### src/rtl/dly_cal_pkg.sv
// Shared types and helpers for the delay-line calibration controller.
package dly_cal_pkg;

  typedef enum logic [1:0] {
    IDLE,
    SEARCH,
    LOCK
  } dly_cal_state_t;

  // Number of bits needed to hold the value v (at least 1).
  function automatic int unsigned width_of(input int unsigned v);
    int unsigned w;
    w = 1;
    for (int unsigned i = 1; i < 32; i++) begin
      if ((v >> i) != 0) w = i + 1;
    end
    return w;
  endfunction

endpackage

### src/rtl/dly_cal_tmr.sv
// Loadable down-counter; o_tc flags an enabled cycle with the count at zero.
module dly_cal_tmr #(
  parameter int unsigned W = 4
) (
  input  logic         clk,
  input  logic         rst,
  input  logic         i_load,
  input  logic [W-1:0] i_val,
  input  logic         i_en,
  output logic         o_tc
);

  logic [W-1:0] r_cnt;

  always_ff @(posedge clk) begin
    if (rst) begin
      r_cnt <= '0;
    end else if (i_load) begin
      r_cnt <= i_val;
    end else if (i_en && (r_cnt != '0)) begin
      r_cnt <= r_cnt - W'(1);
    end
  end

  assign o_tc = i_en && (r_cnt == '0);

endmodule

### src/rtl/dly_cal_ctl.sv
// SAR tap calibration for the inverter-chain delay line.
// Define DLY_CAL_TRACK_EN to add +/-1 tap tracking while locked.
module dly_cal_ctl
  import dly_cal_pkg::*;
#(
  parameter int unsigned NTAP_W    = 5,
  parameter int unsigned SETTLE    = 4,
  parameter int unsigned TRACK_PER = 16
) (
  input  logic              clk,
  input  logic              rst,
  input  logic              start,
  input  logic              early,
  output logic [NTAP_W-1:0] tap,
  output logic              busy,
  output logic              done,
  output logic              lock,
  output logic              err
);

  localparam int unsigned IDX_W = width_of(NTAP_W - 1);
`ifdef DLY_CAL_TRACK_EN
  localparam int unsigned CNT_W = width_of(((SETTLE > TRACK_PER) ? SETTLE : TRACK_PER) - 1);
  localparam logic [CNT_W-1:0] TRK_LD = CNT_W'(TRACK_PER - 1);
`else
  localparam int unsigned CNT_W = width_of(SETTLE - 1);
`endif
  localparam logic [CNT_W-1:0]  SET_LD  = CNT_W'(SETTLE - 1);
  localparam logic [NTAP_W-1:0] TAP_MID = NTAP_W'(1) << (NTAP_W - 1);
  localparam logic [IDX_W-1:0]  BIT_TOP = IDX_W'(NTAP_W - 1);

  dly_cal_state_t    r_state, w_state_n;
  logic [NTAP_W-1:0] r_tap, w_tap_n, w_dec;
  logic [IDX_W-1:0]  r_bit, w_bit_n, w_bit_m1;
  logic              r_busy, w_busy_n;
  logic              r_done, w_done_n;
  logic              r_lock, w_lock_n;
  logic              r_err, w_err_n;
  logic              w_ld, w_en, w_tc;
  logic [CNT_W-1:0]  w_ld_val;

  dly_cal_tmr #(.W(CNT_W)) u_tmr (
    .clk    (clk),
    .rst    (rst),
    .i_load (w_ld),
    .i_val  (w_ld_val),
    .i_en   (w_en),
    .o_tc   (w_tc)
  );

  // Current trial tap with the bit under test resolved by the detector.
  always_comb begin
    w_dec        = r_tap;
    w_dec[r_bit] = early;
    w_bit_m1     = r_bit - IDX_W'(1);
  end

  always_ff @(posedge clk) begin
    if (rst) begin
      r_state <= IDLE;
      r_tap   <= '0;
      r_bit   <= '0;
      r_busy  <= 1'b0;
      r_done  <= 1'b0;
      r_lock  <= 1'b0;
      r_err   <= 1'b0;
    end else begin
      r_state <= w_state_n;
      r_tap   <= w_tap_n;
      r_bit   <= w_bit_n;
      r_busy  <= w_busy_n;
      r_done  <= w_done_n;
      r_lock  <= w_lock_n;
      r_err   <= w_err_n;
    end
  end

  always_comb begin
    w_state_n = r_state;
    w_tap_n   = r_tap;
    w_bit_n   = r_bit;
    w_busy_n  = r_busy;
    w_done_n  = 1'b0;
    w_lock_n  = r_lock;
    w_err_n   = r_err;
    w_ld      = 1'b0;
    w_ld_val  = SET_LD;
    w_en      = 1'b0;
    case (r_state)
      IDLE, LOCK: begin
        if (start) begin
          w_state_n = SEARCH;
          w_tap_n   = TAP_MID;
          w_bit_n   = BIT_TOP;
          w_busy_n  = 1'b1;
          w_lock_n  = 1'b0;
          w_err_n   = 1'b0;
          w_ld      = 1'b1;
        end
`ifdef DLY_CAL_TRACK_EN
        else if (r_state == LOCK) begin
          w_en = 1'b1;
          if (w_tc) begin
            w_ld     = 1'b1;
            w_ld_val = TRK_LD;
            if (early) begin
              if (r_tap == '1) w_err_n = 1'b1;
              else             w_tap_n = r_tap + NTAP_W'(1);
            end else begin
              if (r_tap == '0) w_err_n = 1'b1;
              else             w_tap_n = r_tap - NTAP_W'(1);
            end
          end
        end
`endif
      end
      SEARCH: begin
        w_en = 1'b1;
        if (w_tc) begin
          w_tap_n = w_dec;
          w_ld    = 1'b1;
          if (r_bit != '0) begin
            w_tap_n[w_bit_m1] = 1'b1;
            w_bit_n           = w_bit_m1;
          end else begin
            w_state_n = LOCK;
            w_busy_n  = 1'b0;
            w_lock_n  = 1'b1;
            w_done_n  = 1'b1;
            w_err_n   = (w_dec == '0) || (w_dec == '1);
`ifdef DLY_CAL_TRACK_EN
            w_ld_val  = TRK_LD;
`endif
          end
        end
      end
      default: w_state_n = IDLE;
    endcase
  end

  assign tap  = r_tap;
  assign busy = r_busy;
  assign done = r_done;
  assign lock = r_lock;
  assign err  = r_err;

endmodule

### config.mk
export PLATFORM = sky130hd
export DESIGN_NAME = dly_cal_ctl
export DESIGN_NICKNAME = d
export VERILOG_FILES = /design/src/rtl/dly_cal_pkg.sv /design/src/rtl/dly_cal_tmr.sv /design/src/rtl/dly_cal_ctl.sv
export SDC_FILE = /design/constraint.sdc
export NUM_CORES = 1
export LEC_CHECK = 0
export BUFFER_PORTS_ARGS = -buffer_cell sky130_fd_sc_hd__buf_2
export CAP_MARGIN = 20
export CORE_UTILIZATION = 45
export CTS_CLUSTER_SIZE = 12
export DETAILED_ROUTE_END_ITERATION = 10
export PLACE_DENSITY_LB_ADDON = 0.05
export SYNTH_ARGS = -nofsm -noshare
export SYNTH_HDL_FRONTEND = slang
export SYNTH_HIERARCHICAL = 1
export SYNTH_SLANG_ARGS = --single-unit
### constraint.sdc
create_clock -name clk -period 2.6 [get_ports clk]
set_input_delay 0.52 -clock clk [delete_from_list [all_inputs] [get_ports clk]]
set_output_delay 0.52 -clock clk [all_outputs]
set_load 0.03 [all_outputs]
==> results_dict.tcl, run 1 <==
set metrics [dict create \
    status "finished clean" \
    dr.first_iter.drc_count 25 \
    cts_tree "done" \
    worstHoldStart "lock" \
    final_max_slew_viol_count 0 \
    grt_pass1_vias 791 \
    port_buffers 12 \
    diodes 0 \
    final_cell_mix "16 x dfxtp_1, 13 x nor2_1, 12 x a21oi_1, 12 x buf_2, 9 x nand2_1" \
    place_inst 155 \
    num_rows 16 \
    grt_pass1_wl_mm 3.38 \
    combPwrFrac_pct 21.6 \
    rr_worst_depth 7 \
    syn_avg_cell_area_sq_um 8.16 \
    p_total_uw 554 \
    final_util_pct 53.9 \
    fin_cells 159 \
    dr.pass1.iters 4 \
    synth_area_leaders "dfxtp_1 33%, a21oi_1 6.2%, nor2_1 5.0%" \
    gp_congestion 0.809 \
    cts_sinks 16 \
    track_usage_pct 18.4 \
    hold_path_class "flip-flop to flip-flop" \
    regToRegSetupSlack_ns 0.70 \
    cts_buffer_depth 2 \
    yosys.area.top_type "dfxtp_1" \
    place_area_sq_um 1040 \
    num_vias 860 \
    route.detailed.drc 0 \
    fillers 199 \
    hold_depth 2 \
    post_drt_wl_per_cell_microns 12.4 \
    fin_setup_tns_ns 0 \
    seq_area_frac_synth_pct 33.0 \
    design_area_sq_um 1080 \
    ys.warnings.count 6 \
    viasPerCell 5.41 \
    max-cap-violations 0 \
    vdd_drop_max_v 0.000398 \
    clkTransAtPathRegs_ns 0.09 \
    clock_power_share_pct 29.7 \
    layout_min_cycle_time_ns 1.90 \
    grt_max_degree 18 \
    io_pins 13 \
    crit_type "flip-flop to flip-flop" \
    drive_gt1_share_pct 18.9 \
    finalWirelength_mm 1.98 \
    async_reset_ff_share_pct 0 \
    fin_crit_sh_pct 73.3 \
    synth_ff_type "dfxtp_1" \
    hold_viol 0 \
    die_area_sq_um 2350 \
    cts_resized 0 \
    clk_latency_ns 0.29 \
    syn2layout_area_growth_pct 11.1 \
    end_kind "flip-flop" \
    min_to "lock" \
    synth_edf_count 0 \
    power_frac_seq_pct 48.7 \
    antenna_found_initial 0 \
    hpwl_mm 1.44 \
    final_common_cell "dfxtp_1" \
    core_area_sq_um 2000 \
    startpoint_type "flip-flop" \
    cp.arrival_ns 2.07 \
    switching_share_pct 29.2 \
    htreeDepth 1 \
    internal_power_uw 392 \
    rsz0062_at_grt "false" \
    initial_core_util_pct 48.5 \
    rr_endpoint "r_bit[1]" \
    finalSetupViolCount 0 \
    cp_max_fo 8 \
    tritoncts.num_buffers 3 \
    p_leak_uw 0.000399 \
    yosysUniqueCellTypes 41 \
    p_switching_uw 162 \
    power_density_nw_per_um2 513 \
    cts-root-buf "clkbuf_4" \
    postCtsSetupBuffers 0 \
    reg2reg_from "r_state[0]" \
    grt_remaining_overflow 0 \
    cp.required_ns 2.77 \
    final_nets 140 \
    synth_area_sq_um 971 \
    die_x_microns 48.5 \
    ctsHoldBuffers 0 \
    syn_inst 119 \
    netlist.area_leader.share_pct 33.0 \
    timing.fmax_ghz 0.525 \
    ys_ff_latch 16 \
    dieHeight_microns 48.5 \
    fin_skew_ns 0.000992 \
    ant_nets 0 \
]
## worst max path at each step
| stage | startpoint | end | cells past startpoint |
|---|---|---|---|
| final | r_state[0] | r_bit[1] | 7 |
| after global placement | r_state[0] | r_bit[1] | 7 |
| after global routing | r_state[0] | r_bit[1] | 7 |
| after detailed placement | r_state[0] | r_bit[1] | 7 |
| after CTS | r_state[0] | r_bit[1] | 7 |
| after floorplan | r_bit[0] | tap[3] | 10 |
## synth_stat cells, drive strengths merged (2+ instances only)
cell,n
a211oi,3
a21oi,12
and2,2
buf,3
clkbuf,3
dfxtp,16
ha,3
inv,6
mux2i,4
nand2,9
nand2b,2
nand3,4
nand3b,4
nor2,13
nor2b,4
nor3,3
nor3b,2
o211ai,2
o21ai,4
or3,3
or3b,2
## layout make-up
type                    count  area, sq um  area share (%)
multi-input cells          92          591            54.8
clock buffers               4         36.3            3.36
inverters                   6         22.5            2.09
repair buffers             14         75.1            6.96
flip-flops and latches     16          320            29.7
well taps                  27         33.8            3.13
## per-stage QoR
| step | setup slack, ns | hold WS [ns] |
|---|---|---|
| after detailed placement | 0.696 | 0.456 |
| final | 0.695 | 0.468 |
| after floorplan | 0.620 | 0.548 |
| after global routing | 0.467 | 0.497 |
| after CTS | 0.674 | 0.472 |
| after global placement | 0.703 | 0.443 |
## critical path, stage by stage, from the launching register on
cell and delay (ns):
dfxtp_1 0.38, nor2b_1 0.14, buf_4 0.15, and2_2 0.18, nand3b_1 0.26, nor2_1 0.26, nor2_1 0.06, a2111oi_0 0.37
## registers in the layout, indices dropped and copies added (netlist names)
name         cells
r_state          2
done             1
r_bit            3
err              1
u_tmr/r_cnt      2
lock             1
tap              5
busy             1
## layer usage
metal  up-vias  track usage [%]  share of wire, %
met5         -                0                 0
met4         0             9.31               2.2
met3         6             2.52               2.3
met2        19             27.7                44
met1       383             25.7                51
li1        452                -                 -
## kinds of logic after synthesis
group           after synthesis  synth area share (%)
compound gates               30                  20.9
xor+xnor                      1                 0.902
fa+ha+maj                     3                  3.87
buf+inv                      12                  6.57
flops                        16                  33.0
mux                           5                  5.28
other cells                   1                 0.386
simple gates                 51                  29.1
## power by group through the flow
stage          Sequential, uW  Clock, uW  Combinational (uW)
6_report                  270        164                 120
5_1_grt                   272        179                 133
4_1_cts                   269        170                 120
3_5_place_dp              275          0                 119
3_3_place_gp              275          0                 117
2_1_floorplan             281          0                86.8
(Power assumes the default switching activity.)
==> inputs of run 2 (changes only) <==
--- a/config.mk
+++ b/config.mk
@@ -5,6 +5,7 @@
 export SDC_FILE = /design/constraint.sdc
 export NUM_CORES = 1
 export LEC_CHECK = 0
+export ABC_AREA = 1
 export BUFFER_PORTS_ARGS = -buffer_cell sky130_fd_sc_hd__buf_2
 export CAP_MARGIN = 20
 export CORE_UTILIZATION = 45
==> constraint.sdc (replaced) <==
create_clock -name clk -period 1.95 [get_ports clk]
set_input_delay 0.39 -clock clk [delete_from_list [all_inputs] [get_ports clk]]
set_output_delay 0.39 -clock clk [all_outputs]
set_load 0.03 [all_outputs]
==> results_dict.tcl, run 2 <==
set metrics [dict create \
    status "finished clean" \
    seq_area_frac_synth_pct 32.2 \
    min_to "r_state[1]" \
    drive_gt1_share_pct 18.2 \
    cts_resized 0 \
    async_reset_ff_share_pct 0 \
    regToRegSetupSlack_ns 0.23 \
    rr_worst_depth 6 \
    holdWs_ns 0.365 \
    synth_edf_count 0 \
    met1_length_mm 1.04 \
    cp.required_ns 2.14 \
    tritoncts.num_buffers 3 \
    finalWirelength_mm 2.09 \
    die_x_microns 49.0 \
    cts_tree "done" \
    largest_reg_flops 5 \
    ant_nets 0 \
    initial_core_util_pct 49.1 \
    post_drt_wl_per_cell_microns 10.6 \
    dieHeight_microns 49.0 \
    timing.fmax_ghz 0.580 \
    ys.warnings.count 6 \
    cts-root-buf "clkbuf_4" \
    final_cell_mix "45 x nand2_1, 23 x inv_1, 16 x dfxtp_1" \
    worstHoldStart "start" \
    antenna_found_initial 0 \
    ctsHoldBuffers 0 \
    hold_depth 4 \
    fin_crit_sh_pct 88.4 \
    num_vias 944 \
    rsz0062_at_grt "false" \
    synth_ff_type "dfxtp_1" \
    vdd_drop_max_v 0.000470 \
    grt_max_degree 16 \
    max-cap-violations 0 \
    netlist.area_leader.share_pct 32.2 \
    grt_remaining_overflow 0 \
    reg2reg_from "r_bit[1]" \
    finalSetupViolCount 0 \
    hpwl_mm 1.66 \
    final_common_cell "nand2_1" \
    gp_congestion 0.878 \
    synth_area_leaders "dfxtp_1 32%, nand2_1 17%, inv_1 8.7%" \
    syn_inst 155 \
    yosys.area.top_type "dfxtp_1" \
    syn2layout_area_growth_pct 11.6 \
    cp.arrival_ns 1.91 \
    end_kind "flip-flop" \
    fin_skew_ns 0.00672 \
    yosysMostFrequentCell "nand2_1" \
    slowest_stage "dfxtp_1" \
    cts_sinks 16 \
    dr.first_iter.drc_count 23 \
    postCtsSetupBuffers 0 \
    hold_viol 0 \
    num_rows 16 \
    grt_pass1_wl_mm 3.68 \
    viasPerCell 4.79 \
    final_max_slew_viol_count 0 \
    ys_top_cells_by_count "45 x nand2_1, 23 x inv_1, 16 x dfxtp_1, 15 x nor2_1, 10 x a21oi_1" \
    syn_avg_cell_area_sq_um 6.41 \
    p_leak_uw 0.000541 \
    final_nets 178 \
    startpoint_type "flip-flop" \
    clkTransAtPathRegs_ns 0.10 \
    crit_chain "inv_1 -> ha_1 -> ha_1 -> inv_1 -> nand3_1 -> a311oi_1" \
    synth_area_sq_um 993 \
    track_usage_pct 19.6 \
    place_area_sq_um 1070 \
    p_total_uw 874 \
    htreeDepth 1 \
    core_area_sq_um 2020 \
    cts_buffer_depth 2 \
    grt_pass1_vias 847 \
    top_layer "met4" \
    hold_path_class "primary input to flip-flop" \
    diodes 0 \
    clk_latency_ns 0.29 \
    met2_wirelength_microns 922 \
    die_area_sq_um 2400 \
    layout_min_cycle_time_ns 1.72 \
    wl_met3_microns 126 \
    rr_endpoint "tap[4]" \
    design_area_sq_um 1110 \
    route.detailed.drc 0 \
    io_pins 13 \
    power_density_nw_per_um2 789 \
    crit_type "flip-flop to flip-flop" \
    yosysUniqueCellTypes 22 \
    fin_setup_tns_ns 0 \
    cp_max_fo 8 \
    port_buffers 12 \
    cp_slowest_stage_delay_ns 0.51 \
    ys_ff_latch 16 \
    dr.pass1.iters 4 \
]
==> run 2: cell types whose count changed in the layout (fill, tap and decap cells not counted), moves of 4 or more <==
cell	before	now
inv_1	6	23
inv_2	0	4
mux2i_1	4	0
nand2_1	9	45
nand3_1	4	8
nand3b_1	4	0
nand4_1	0	4
==> run 2: cell type report <==
cell class	count	area (sq um)
Fill cell	211	913
Multi-Input combinational cell	110	549
Sequential cell	16	320
Inverter	27	101
Timing Repair Buffer	13	67.6
Clock buffer	4	36.3
Tap cell	27	33.8
==> run 2: kinds of logic (layout without fill, tap and decap cells) <==
group           count (synthesis)  after routing  synth area share, %
flops                          16             16                 32.2
fa+ha+maj                       3              3                 3.78
buf+inv                        30             44                 12.8
simple gates                   81             81                 36.4
other cells                     1              2                0.377
compound gates                 24             24                 14.4
==> run 2: through the flow <==
stage | worst slack, ns | instances | utilization (%)
finish | 0.226 | 197 | 54.8
global route | 0.104 | 197 | 54.8
CTS | 0.246 | 197 | 54.8
detailed placement | 0.267 | 193 | 53.0
global placement | 0.336 | 193 | 53.0
floorplan | 0.412 | 156 | -
==> run 2: worst max path at each step <==
stage	start	to	slack, ns	cells past startpoint
floorplan	r_bit[0]	tap[0]	0.41	8
global placement	r_bit[1]	err	0.34	6
detailed placement	r_bit[1]	tap[4]	0.27	6
CTS	r_bit[1]	tap[4]	0.25	6
global route	r_bit[1]	err	0.10	6
finish	r_bit[1]	tap[4]	0.23	6
==> run 2: per-layer routing <==
layer | GRT usage [%] | vias up
met3 | 4.05 | 2
met5 | 0 | -
li1 | - | 516
met1 | 27.7 | 405
met4 | 5.39 | 0
met2 | 30.1 | 21
==> run 2: critical path: cells and delay by family (launching register included) <==
family	cells	cell delay [ns]
flops	1	0.51
fa+ha+maj	2	0.50
compound gates	1	0.30
buf+inv	2	0.22
simple gates	1	0.08
==> run 2: where the power goes <==
part           internal (uW)  switching [uW]  leakage (uW)  total (uW)
registers                350            24.4      0.000131         375
logic                   91.7             185      0.000389         277
clock network            114             109     0.0000210         223
total                    556             318      0.000541         874
